$ cat src/rtl/alu_share_if.sv
// rtl/alu_share_if.sv - request, ALU and response signal bundle for alu_share_ctrl
interface alu_share_if #(
  parameter int DW = 16
);
  logic          req0_valid;
  logic          req0_ready;
  logic [3:0]    req0_op;
  logic [DW-1:0] req0_a;
  logic [DW-1:0] req0_b;
  logic          req0_cin;

  logic          req1_valid;
  logic          req1_ready;
  logic [3:0]    req1_op;
  logic [DW-1:0] req1_a;
  logic [DW-1:0] req1_b;
  logic          req1_cin;

  logic [DW-1:0] alu_a;
  logic [DW-1:0] alu_b;
  logic          alu_cin;
  logic [9:0]    alu_sel;
  logic [DW-1:0] alu_out;
  logic          alu_cout;
  logic          alu_zout;

  logic          rsp_valid;
  logic          rsp_id;
  logic [DW-1:0] rsp_data;
  logic          rsp_cout;
  logic          rsp_zout;
  logic          rsp_err;

  // controller side
  modport slave (
    input  req0_valid, req0_op, req0_a, req0_b, req0_cin,
    input  req1_valid, req1_op, req1_a, req1_b, req1_cin,
    input  alu_out, alu_cout, alu_zout,
    output req0_ready, req1_ready,
    output alu_a, alu_b, alu_cin, alu_sel,
    output rsp_valid, rsp_id, rsp_data, rsp_cout, rsp_zout, rsp_err
  );

  // requesters plus ALU side
  modport master (
    output req0_valid, req0_op, req0_a, req0_b, req0_cin,
    output req1_valid, req1_op, req1_a, req1_b, req1_cin,
    output alu_out, alu_cout, alu_zout,
    input  req0_ready, req1_ready,
    input  alu_a, alu_b, alu_cin, alu_sel,
    input  rsp_valid, rsp_id, rsp_data, rsp_cout, rsp_zout, rsp_err
  );
endinterface

$ cat src/rtl/alu_share_ctrl.sv
// rtl/alu_share_ctrl.sv - two-port arbiter and sequencer for the shared SAYEH ALU
// ARB_RR_EN selects round-robin arbitration; otherwise port 0 has fixed priority.
module alu_share_ctrl #(
  parameter int DW = 16
) (
  input  logic        clk,
  input  logic        rst_n,
  alu_share_if.slave  bus,
  output logic        busy
);

  typedef enum logic [1:0] {
    IDLE = 2'd0,
    EXEC = 2'd1,
    RESP = 2'd2
  } state_t;

  state_t        state;
  state_t        state_nxt;
  logic          any_valid;
  logic          grant1;
  logic          accept;
  logic          legal;
  logic [3:0]    op_s;
  logic [DW-1:0] a_s;
  logic [DW-1:0] b_s;
  logic          cin_s;
  logic [9:0]    sel_dec;

  logic [DW-1:0] alu_a_q;
  logic [DW-1:0] alu_b_q;
  logic          alu_cin_q;
  logic [9:0]    alu_sel_q;
  logic          rsp_id_q;
  logic [DW-1:0] rsp_data_q;
  logic          rsp_cout_q;
  logic          rsp_zout_q;
  logic          rsp_err_q;

  assign any_valid = bus.req0_valid | bus.req1_valid;

`ifdef ARB_RR_EN
  // last_q holds the port granted most recently; reset to 1 so port 0 wins first
  logic last_q;

  always_comb begin
    grant1 = bus.req1_valid & (~bus.req0_valid | ~last_q);
  end

  always_ff @(posedge clk or negedge rst_n) begin
    if (!rst_n) begin
      last_q <= 1'b1;
    end else if (accept) begin
      last_q <= grant1;
    end
  end
`else
  always_comb begin
    grant1 = bus.req1_valid & ~bus.req0_valid;
  end
`endif

  always_comb begin
    op_s    = grant1 ? bus.req1_op  : bus.req0_op;
    a_s     = grant1 ? bus.req1_a   : bus.req0_a;
    b_s     = grant1 ? bus.req1_b   : bus.req0_b;
    cin_s   = grant1 ? bus.req1_cin : bus.req0_cin;
    legal   = (op_s <= 4'd9);
    sel_dec = '0;
    for (int i = 0; i < 10; i++) begin
      if (op_s == 4'(9 - i)) begin
        sel_dec[i] = 1'b1;
      end
    end
  end

  always_ff @(posedge clk or negedge rst_n) begin
    if (!rst_n) begin
      state <= IDLE;
    end else begin
      state <= state_nxt;
    end
  end

  always_comb begin
    state_nxt = state;
    accept    = 1'b0;
    case (state)
      IDLE: begin
        if (any_valid) begin
          accept    = 1'b1;
          state_nxt = legal ? EXEC : RESP;
        end
      end
      EXEC:    state_nxt = RESP;
      RESP:    state_nxt = IDLE;
      default: state_nxt = IDLE;
    endcase
  end

  // illegal ops skip EXEC and load the error response directly
  always_ff @(posedge clk or negedge rst_n) begin
    if (!rst_n) begin
      alu_a_q    <= '0;
      alu_b_q    <= '0;
      alu_cin_q  <= 1'b0;
      alu_sel_q  <= '0;
      rsp_id_q   <= 1'b0;
      rsp_data_q <= '0;
      rsp_cout_q <= 1'b0;
      rsp_zout_q <= 1'b0;
      rsp_err_q  <= 1'b0;
    end else if (accept) begin
      rsp_id_q <= grant1;
      if (legal) begin
        alu_a_q   <= a_s;
        alu_b_q   <= b_s;
        alu_cin_q <= cin_s;
        alu_sel_q <= sel_dec;
      end else begin
        rsp_data_q <= '0;
        rsp_cout_q <= 1'b0;
        rsp_zout_q <= 1'b0;
        rsp_err_q  <= 1'b1;
      end
    end else if (state == EXEC) begin
      rsp_data_q <= bus.alu_out;
      rsp_cout_q <= bus.alu_cout;
      rsp_zout_q <= bus.alu_zout;
      rsp_err_q  <= 1'b0;
      alu_sel_q  <= '0;
    end
  end

  assign bus.req0_ready = accept & ~grant1 & rst_n;
  assign bus.req1_ready = accept &  grant1 & rst_n;
  assign bus.alu_a      = alu_a_q;
  assign bus.alu_b      = alu_b_q;
  assign bus.alu_cin    = alu_cin_q;
  assign bus.alu_sel    = alu_sel_q;
  assign bus.rsp_valid  = (state == RESP);
  assign bus.rsp_id     = rsp_id_q;
  assign bus.rsp_data   = rsp_data_q;
  assign bus.rsp_cout   = rsp_cout_q;
  assign bus.rsp_zout   = rsp_zout_q;
  assign bus.rsp_err    = rsp_err_q;
  assign busy           = (state != IDLE);

endmodule

$ cat src/flat_wrapper.sv
// flat-port wrapper written by rule: the top's interface ports become plain ports
module alu_share_ctrl_flat 
#(
  parameter int DW = 16
)
  (clk, rst_n, busy, bus_req0_valid, bus_req0_op, bus_req0_a, bus_req0_b, bus_req0_cin, bus_req1_valid, bus_req1_op, bus_req1_a, bus_req1_b, bus_req1_cin, bus_alu_out, bus_alu_cout, bus_alu_zout, bus_req0_ready, bus_req1_ready, bus_alu_a, bus_alu_b, bus_alu_cin, bus_alu_sel, bus_rsp_valid, bus_rsp_id, bus_rsp_data, bus_rsp_cout, bus_rsp_zout, bus_rsp_err);
  alu_share_if #(.DW(DW)) bus_i ();
  input  logic clk;
  input  logic rst_n;
  output logic busy;
  input wire logic [$bits(bus_i.req0_valid)-1:0] bus_req0_valid;
  input wire logic [$bits(bus_i.req0_op)-1:0] bus_req0_op;
  input wire logic [$bits(bus_i.req0_a)-1:0] bus_req0_a;
  input wire logic [$bits(bus_i.req0_b)-1:0] bus_req0_b;
  input wire logic [$bits(bus_i.req0_cin)-1:0] bus_req0_cin;
  input wire logic [$bits(bus_i.req1_valid)-1:0] bus_req1_valid;
  input wire logic [$bits(bus_i.req1_op)-1:0] bus_req1_op;
  input wire logic [$bits(bus_i.req1_a)-1:0] bus_req1_a;
  input wire logic [$bits(bus_i.req1_b)-1:0] bus_req1_b;
  input wire logic [$bits(bus_i.req1_cin)-1:0] bus_req1_cin;
  input wire logic [$bits(bus_i.alu_out)-1:0] bus_alu_out;
  input wire logic [$bits(bus_i.alu_cout)-1:0] bus_alu_cout;
  input wire logic [$bits(bus_i.alu_zout)-1:0] bus_alu_zout;
  output wire logic [$bits(bus_i.req0_ready)-1:0] bus_req0_ready;
  output wire logic [$bits(bus_i.req1_ready)-1:0] bus_req1_ready;
  output wire logic [$bits(bus_i.alu_a)-1:0] bus_alu_a;
  output wire logic [$bits(bus_i.alu_b)-1:0] bus_alu_b;
  output wire logic [$bits(bus_i.alu_cin)-1:0] bus_alu_cin;
  output wire logic [$bits(bus_i.alu_sel)-1:0] bus_alu_sel;
  output wire logic [$bits(bus_i.rsp_valid)-1:0] bus_rsp_valid;
  output wire logic [$bits(bus_i.rsp_id)-1:0] bus_rsp_id;
  output wire logic [$bits(bus_i.rsp_data)-1:0] bus_rsp_data;
  output wire logic [$bits(bus_i.rsp_cout)-1:0] bus_rsp_cout;
  output wire logic [$bits(bus_i.rsp_zout)-1:0] bus_rsp_zout;
  output wire logic [$bits(bus_i.rsp_err)-1:0] bus_rsp_err;
  assign bus_i.req0_valid = bus_req0_valid;
  assign bus_i.req0_op = bus_req0_op;
  assign bus_i.req0_a = bus_req0_a;
  assign bus_i.req0_b = bus_req0_b;
  assign bus_i.req0_cin = bus_req0_cin;
  assign bus_i.req1_valid = bus_req1_valid;
  assign bus_i.req1_op = bus_req1_op;
  assign bus_i.req1_a = bus_req1_a;
  assign bus_i.req1_b = bus_req1_b;
  assign bus_i.req1_cin = bus_req1_cin;
  assign bus_i.alu_out = bus_alu_out;
  assign bus_i.alu_cout = bus_alu_cout;
  assign bus_i.alu_zout = bus_alu_zout;
  assign bus_req0_ready = bus_i.req0_ready;
  assign bus_req1_ready = bus_i.req1_ready;
  assign bus_alu_a = bus_i.alu_a;
  assign bus_alu_b = bus_i.alu_b;
  assign bus_alu_cin = bus_i.alu_cin;
  assign bus_alu_sel = bus_i.alu_sel;
  assign bus_rsp_valid = bus_i.rsp_valid;
  assign bus_rsp_id = bus_i.rsp_id;
  assign bus_rsp_data = bus_i.rsp_data;
  assign bus_rsp_cout = bus_i.rsp_cout;
  assign bus_rsp_zout = bus_i.rsp_zout;
  assign bus_rsp_err = bus_i.rsp_err;
  alu_share_ctrl #(.DW(DW)) u_core (.clk(clk), .rst_n(rst_n), .bus(bus_i), .busy(busy));
endmodule
$ cat config.mk
export PLATFORM = sky130hd
export DESIGN_NAME = alu_share_ctrl_flat
export DESIGN_NICKNAME = d
export VERILOG_FILES = /design/src/rtl/alu_share_if.sv /design/src/rtl/alu_share_ctrl.sv /design/src/flat_wrapper.sv
export SDC_FILE = /design/constraint.sdc
export NUM_CORES = 1
export LEC_CHECK = 0
export ABC_AREA = 1
export BUFFER_PORTS_ARGS = -buffer_cell sky130_fd_sc_hd__buf_2
export CORE_AREA = 2 2 82 84
export DETAILED_ROUTE_END_ITERATION = 6
export DIE_AREA = 0 0 84 86
export PLACE_DENSITY = 0.81
export SYNTH_ARGS = -nofsm -noshare
export SYNTH_HDL_FRONTEND = slang
export SYNTH_SLANG_ARGS = --single-unit
export TNS_END_PERCENT = 20
$ cat constraint.sdc
create_clock -name clk -period 2.6 [get_ports clk]
set_clock_uncertainty 0.1 [all_clocks]
set_input_delay 0.39 -clock clk [delete_from_list [all_inputs] [get_ports clk]]
set_output_delay 0.39 -clock clk [all_outputs]
set_load 0.1 [all_outputs]
==> reports/results.ini, run 1 <==
[status]
status = finished, final reports clean

[synth]
yosysMostFrequentCell = nand2_1
synth_area_leaders = dfrtp_1 (55%), mux2i_1 (11%), nand3_1 (9.6%)
synthFlopType = dfrtp_1
synth.avg_cell_area_sq_um = 9.35
synth_edf_count = 0
synth.net_count = 415
yosysSeqAreaShare_pct = 54.6
yosys.area.top_type_share_pct = 54.6
ys.warnings.count = 0
synth_area_sq_um = 2980
synth.top_cells.by_count = nand2_1 (75), dfrtp_1 (65), nand3_1 (57)
synthArstFlopShare_pct = 100
synthCells = 319
synth_seq_cells = 65
synth_top_cell_by_area = dfrtp_1
ys_types = 20

[global_routing]
grt_usage_pct = 21.3
overflow = 0
grt_pass1_wl_mm = 12.1
antenna_found_initial = 0
grt_max_degree = 66
grt_pass1_vias = 2690

[min_path]
hold_class = primary input to asynchronous set/reset pin

[setup_path]
rrSetupSlack_ps = 710
timing.rr.start = u_core.state[1]
critPathCaptureType = primary output
cp_max_fo = 9
arrival_ps = 1860
required_ps = 2110
crit_start = u_core.state[1]
start_kind = flip-flop
critical_path_class = flip-flop to primary output

[detailed_routing]
vias = 2715
wl_per_cell_um = 13.3
finalWirelength_mm = 7.45
first_pass_iters = 4
route.detailed.drc = 0
ant_nets = 0
drt_iter0_drc = 112
viasPerCell = 4.86

[clock_network]
cts_setup_buffers = 0
path_clk_slew_ps = 70
cts_tree = done
clock_latency_ps = 330
clkSinkCount = 65
cts_buffer_depth = 2
cts_max_level = 3
ctsResizeCount = 0
cts_hold_buf = 0
clockRootBuffer = clkbuf_8
numCtsBuffers = 9

[timing]
max_freq_mhz = 425
slew_viol_final = 0
min_period_over_period_pct = 90.5
finalHoldViolations = 0
setup_viol = 0
worst_slew_pin_slew_ps = 879
setup_ws_ps = 248
slew_headroom_pct = 41.3
fin_setup_tns_ps = 0
rsz0062_at_grt = no
fin_crit_ps = 2350

[layout]
final_layout_size_suffix_gt1_share_pct = 39.6
diodes = 0
instances_no_fill = 559
post-route-util_pct = 65.0
fin_nets = 573
area_delta_synth_final_pct = 36.8
seq_area_sq_um = 1630
fillers = 529
multi_input_area_sq_um = 1190

[floorplanning]
die_w_um = 84
core_sq_um = 6280
die_area_sq_um = 7220
ios = 163
rows = 29
initial_core_util_pct = 47.5
dieHeight_um = 86

[place]
port_buffers = 162
hpwlAfterDp_mm = 5.57
pre_cts_ws_ps = 579
dp_cells = 543
gp_congestion = 0.835

[run]
cap_viol_max_count = 0

routing by layer:
| metal | GRT usage [%] | wire, um | up-vias |
|---|---|---|---|
| met5 | 0 | 0 | - |
| met4 | 9.68 | 146 | 0 |
| met2 | 38.1 | 3930 | 83 |
| met3 | 5.58 | 391 | 14 |
| li1 | - | - | 1374 |
| met1 | 24.0 | 2980 | 1244 |
worst max-delay path, stage by stage (launching register included):
cell	delay [ps]
dfrtp_1	370
inv_1	80
nand2_1	140
nor2_2	360
nand3_1	230
nor2_4	160
buf_12	180
path summary, 6_finish.rpt:
check,end,depth (start not counted)
min reg2reg,u_core.bus.alu_a[11],2
min in group clk,u_core.bus.rsp_data[13],3
max in group asynchronous,u_core.bus.alu_b[6],2
min,u_core.bus.alu_b[4],2
max,bus_req1_ready,6
max reg2reg,u_core.bus.alu_a[15],7
kinds of logic after synthesis:
logic type      synth area share (%)
compound gates                  6.76
simple gates                    21.4
mux                             11.1
flops                           54.6
buf+inv                         6.17
cell usage in the layout, fill, tap and decap left out, drive strengths merged:
master  count
nor3        1
a21oi       1
buf       168
nand2      78
inv        15
clkinv      1
o21ai      37
nand3      57
bufinv      1
nor2       11
mux2i      33
dfrtp      65
clkbuf     14
cell type report:
cell class,count,share of cell area [%]
Sequential cell,65,39.9
Multi-Input combinational cell,218,29.2
Timing Repair Buffer,168,22.0
Clock buffer,14,4.23
Tap cell,77,2.36
Inverter,15,1.38
Clock inverter,2,0.859
per-stage QoR:
stage               instance area [sq um]  hold slack [ps]
floorplan                            3000            -5.59
global placement                     3870              364
detailed placement                   3870              368
CTS                                  4080              172
global route                         4080              177
finish                               4080              153
registers in the layout, indices dropped and copies added, names as in the netlist:
signal               flops
u_core.bus.rsp_cout      1
u_core.bus.alu_sel      10
u_core.bus.alu_a        16
u_core.state             2
u_core.bus.alu_cin       1
u_core.bus.rsp_id        1
u_core.bus.alu_b        16
u_core.bus.rsp_zout      1
u_core.bus.rsp_data     16
u_core.bus.rsp_err       1
Power of run 1 is left out: the tool's default activity adds up to more than one toggle a clock period on the data nets, which glitch-free logic cannot reach.
==> run 2, diff against run 1 <==
PLACE_DENSITY = unset   (was 0.81)
PLACE_DENSITY_LB_ADDON = 0.2   (was unset)
==> reports/results.ini, run 2 (synthesized netlist as in run 1, its figures left out) <==
[status]
status = finished, final reports clean  ; unchanged

[clock_network]
cts_buffer_depth = 2  ; unchanged
cts_tree = done  ; unchanged
path_clk_slew_ps = 70  ; about the same
cts_max_level = 3  ; unchanged
cts_hold_buf = 0  ; unchanged
clkSinkCount = 65  ; unchanged
clock_latency_ps = 330  ; about the same
cts_setup_buffers = 0  ; unchanged
clockRootBuffer = clkbuf_8  ; unchanged
numCtsBuffers = 9  ; unchanged
ctsResizeCount = 0  ; unchanged

[global_routing]
globalRouteMet1Util_pct = 26.4  ; was 24.0%
overflow = 0  ; unchanged
grt_max_degree = 66  ; unchanged
top_usage_layer = met2  ; unchanged
antenna_found_initial = 0  ; unchanged
grt_usage_pct = 21.4  ; was 21.3%
grt_pass1_wl_mm = 12.2  ; was 12.1 mm
use_met3_pct = 5.29  ; was 5.58%
groute.layer.met2.usage_pct = 35.5  ; was 38.1%
grt_pass1_vias = 2674  ; was 2690

[setup_path]
cpMaxStageDelayCell = dfrtp_1  ; unchanged
cp_cell_sequence = inv_1 > nand2_1 > nor2_2 > nand3_1 > nor2_4 > buf_12  ; unchanged
arrival_ps = 1870  ; was 1860 ps
cpPeakStageDelay_ps = 390  ; was 370 ps
cp_max_fo = 9  ; unchanged
critPathCaptureType = primary output  ; unchanged
start_kind = flip-flop  ; unchanged
critical_path_class = flip-flop to primary output  ; unchanged
required_ps = 2110  ; about the same

[min_path]
hold_class = primary input to asynchronous set/reset pin  ; unchanged

[detailed_routing]
wl_per_cell_um = 13.3  ; about the same
route.detailed.drc = 0  ; unchanged
viasPerCell = 4.95  ; was 4.86
first_pass_iters = 4  ; unchanged
ant_nets = 0  ; unchanged
drt_iter0_drc = 134  ; was 112
vias = 2774  ; was 2715
finalWirelength_mm = 7.43  ; was 7.45 mm

[floorplanning]
initial_core_util_pct = 47.5  ; unchanged
die_w_um = 84  ; unchanged
dieHeight_um = 86  ; unchanged
rows = 29  ; unchanged
ios = 163  ; unchanged
die_area_sq_um = 7220  ; unchanged
core_sq_um = 6280  ; unchanged

[place]
gp_congestion = 0.813  ; was 0.835
hpwlAfterDp_mm = 5.66  ; was 5.57 mm
port_buffers = 162  ; unchanged
placed_area_sq_um = 3880  ; was 3870 sq um

[timing]
slew_headroom_pct = 39.9  ; was 41.3%
setup_viol = 0  ; unchanged
slew_viol_final = 0  ; unchanged
fin_crit_ps = 2360  ; was 2350 ps
worst_slew_pin_slew_ps = 900  ; was 879 ps
rsz0062_at_grt = no  ; unchanged
finalHoldViolations = 0  ; unchanged
min_period_over_period_pct = 90.7  ; was 90.5%
max_freq_mhz = 424  ; was 425 MHz

[layout]
seq_area_sq_um = 1630  ; unchanged
diodes = 0  ; unchanged
fillers = 591  ; was 529
multi_input_area_sq_um = 1190  ; unchanged
fin_nets = 574  ; was 573
final_common_cell = buf_2  ; unchanged
area_delta_synth_final_pct = 37.7  ; was 36.8%
fin_area_sq_um = 4110  ; was 4080 sq um
final_layout_size_suffix_gt1_share_pct = 40.2  ; was 39.6%
final_cell_mix = buf_2 (160), nand2_1 (74), dfrtp_1 (65)  ; unchanged

[run]
cap_viol_max_count = 0  ; unchanged

[run 2: changes by cell type in the layout (fill, tap and decap cells not counted)]
cell	previous run	this run
buf_4	5	6
clkbuf_1	2	0
clkinv_2	1	0
clkinv_4	0	1
clkbuf_8	12	10
clkinvlp_4	0	3
bufinv_16	1	2
[run 2: path summary, 6_finish.rpt]
kind | start | slack [ps] | depth (start not counted) | to
worst min-delay path | rst_n | 140 | 2 | u_core.bus.alu_a[8]
worst min register to register | u_core.bus.alu_a[15] | 380 | 2 | u_core.bus.alu_a[15]
worst max-delay path | u_core.state[0] | 240 | 6 | bus_req1_ready
max in group asynchronous | rst_n | 1720 | 2 | u_core.bus.alu_b[2]
min in group clk | bus_alu_out[2] | 180 | 3 | u_core.bus.rsp_data[2]
worst max register to register | u_core.state[0] | 740 | 6 | u_core.bus.alu_b[1]
[run 2: critical path, delay by kind of cell, from the launching register on]
kind          cells  cell delay, ps
simple gates      4             890
buf+inv           2             260
flops             1             390
[run 2: layout make-up]
cell class              count  area share, %
clock inverters             6           2.22
clock buffers              10           3.35
flip-flops and latches     65           39.6
multi-input cells         218           29.0
inverters                  15           1.37
repair buffers            169           22.1
well taps                  77           2.35
[run 2: through the flow]
| step | hold slack (ps) | setup TNS (ps) | setup slack, ps | std cells | util, % |
|---|---|---|---|---|---|
| after floorplan | -5.59 | -182 | -182 | 319 | - |
| after detailed placement | 368 | 0 | 484 | 544 | 61.8 |
| final | 139 | 0 | 241 | 560 | 65.4 |
| after global routing | 175 | 0 | 104 | 560 | 65.4 |
| after CTS | 166 | 0 | 212 | 560 | 65.4 |
| after global placement | 362 | 0 | 613 | 544 | 61.8 |
[run 2: routing by layer]
metal / share of wire (%) / up-vias / wire length [um]
met5: 0 / - / 0
met4: 2.5 / 0 / 188
met3: 7.2 / 19 / 535
met2: 48 / 109 / 3580
met1: 42 / 1268 / 3120
li1: - / 1378 / -
Power of run 2 is left out for the same reason.
==> run 3, diff against run 2 <==
PLACE_DENSITY = 0.89   (was unset)
PLACE_DENSITY_LB_ADDON = unset   (was 0.2)
==> reports/results.ini, run 3 (synthesized netlist as in run 1, its figures left out) <==
[status]
status = finished, final reports clean  ; unchanged

[detailed_routing]
first_pass_iters = 4  ; unchanged
drt_iter0_drc = 106  ; was 134
route.detailed.drc = 0  ; unchanged
routed.top_layer = met4  ; unchanged
finalWirelength_mm = 7.83  ; was 7.43 mm
drt-met1-wl_mm = 3.18  ; was 3.12 mm
ant_nets = 0  ; unchanged
wl_per_cell_um = 14.0  ; was 13.3 um
met3_length_um = 417  ; was 535 um
viasPerCell = 5.03  ; was 4.95
met2_length_mm = 4.07  ; was 3.58 mm
vias = 2809  ; was 2774

[clock_network]
cts_setup_buffers = 0  ; unchanged
cts_tree = done  ; unchanged
clockRootBuffer = clkbuf_8  ; unchanged
clkSinkCount = 65  ; unchanged
cts_hold_buf = 0  ; unchanged
cts_max_level = 3  ; unchanged
cts_buffer_depth = 2  ; unchanged
clock_latency_ps = 320  ; was 330 ps
ctsResizeCount = 0  ; unchanged
path_clk_slew_ps = 70  ; about the same
numCtsBuffers = 9  ; unchanged

[global_routing]
grt_max_degree = 66  ; unchanged
grt_usage_pct = 22.7  ; was 21.4%
grt_pass1_vias = 2897  ; was 2674
grt_pass1_wl_mm = 13.2  ; was 12.2 mm
antenna_found_initial = 0  ; unchanged
overflow = 0  ; unchanged

[floorplanning]
dieHeight_um = 86  ; unchanged
die_w_um = 84  ; unchanged
core_sq_um = 6280  ; unchanged
rows = 29  ; unchanged
ios = 163  ; unchanged
initial_core_util_pct = 47.5  ; unchanged
die_area_sq_um = 7220  ; unchanged

[timing]
fin_setup_tns_ps = 0  ; unchanged
fin_crit_ps = 2360  ; about the same
slew_viol_final = 0  ; unchanged
setup_ws_ps = 236  ; was 241 ps
min_period_over_period_pct = 90.9  ; was 90.7%
rsz0062_at_grt = no  ; unchanged
max_freq_mhz = 423  ; was 424 MHz
worst_slew_pin_slew_ps = 878  ; was 900 ps
finalHoldViolations = 0  ; unchanged
slew_headroom_pct = 41.4  ; was 39.9%
setup_viol = 0  ; unchanged

[layout]
fin_area_sq_um = 4040  ; was 4110 sq um
final_common_cell = buf_2  ; unchanged
final_cell_mix = buf_2 (160), nand2_1 (74), dfrtp_1 (65)  ; unchanged
fillers = 536  ; was 591
final_layout_size_suffix_gt1_share_pct = 39.9  ; was 40.2%
diodes = 0  ; unchanged
fin_nets = 572  ; was 574
area_delta_synth_final_pct = 35.6  ; was 37.7%
post-route-util_pct = 64.4  ; was 65.4%

[place]
hpwlAfterDp_mm = 5.88  ; was 5.66 mm
port_buffers = 162  ; unchanged
gp_congestion = 0.886  ; was 0.813
placed_area_sq_um = 3860  ; was 3880 sq um
pre_cts_ws_ps = 404  ; was 484 ps

[setup_path]
critPathCaptureType = primary output  ; unchanged
start_kind = flip-flop  ; unchanged
critical_path_class = flip-flop to primary output  ; unchanged
endpoint = bus_req1_ready  ; unchanged
cp_max_fo = 9  ; unchanged
rr_worst_depth = 6  ; unchanged
rrSetupSlack_ps = 410  ; was 740 ps
rr_endpoint = u_core.bus.rsp_data[9]  ; was u_core.bus.alu_b[1]
arrival_ps = 1870  ; about the same
required_ps = 2110  ; about the same
crit_start = u_core.state[1]  ; was u_core.state[0]
timing.rr.start = u_core.state[1]  ; was u_core.state[0]

[run]
cap_viol_max_count = 0  ; unchanged

[min_path]
hold_class = primary input to asynchronous set/reset pin  ; unchanged

run 3: cell types whose count changed in the layout (fill, tap and decap cells not counted), sizes merged:
| cell | delta |
|---|---|
| buf | -2 |
| bufinv | -2 |
| clkinv | +2 |
| clkbuf | +1 |
| clkinvlp | -1 |
run 3: stage by stage:
step	hold WS (ps)	instances
floorplan	-5.59	319
global placement	366	542
detailed placement	369	542
CTS	173	558
global route	185	558
finish	162	558
run 3: metal layers:
metal,track usage [%],vias to the layer above
met4,9.38,0
met2,40.4,103
met1,26.8,1314
li1,-,1376
met5,0,-
met3,4.81,16
run 3: how the worst min path moves through the flow:
stage,endpoint,depth (start not counted),startpoint
4_1_cts,u_core.bus.rsp_zout,3,bus_alu_zout
3_5_place_dp,u_core.bus.alu_b[1],2,u_core.bus.alu_b[1]
3_3_place_gp,u_core.bus.alu_a[5],2,u_core.bus.alu_a[5]
5_1_grt,u_core.bus.rsp_data[3],3,bus_alu_out[3]
6_report,u_core.bus.alu_b[0],2,rst_n
2_1_floorplan,u_core.bus.alu_a[0],0,rst_n
run 3: worst max-delay path, stage by stage, from the launching register on:
cell and delay [ps]:
dfrtp_1 380, inv_1 70, nand2_1 140, nor2_2 380, nand3_1 240, nor2_4 160, buf_12 180
run 3: cell type report:
class,count,area (sq um),share of cell area (%)
inverters,15,56.3,1.39
clock inverters,5,30.0,0.743
well taps,77,96.3,2.38
flip-flops and latches,65,1630,40.2
clock buffers,11,151,3.74
repair buffers,167,891,22.0
multi-input cells,218,1190,29.5
Power of run 3 is left out for the same reason.
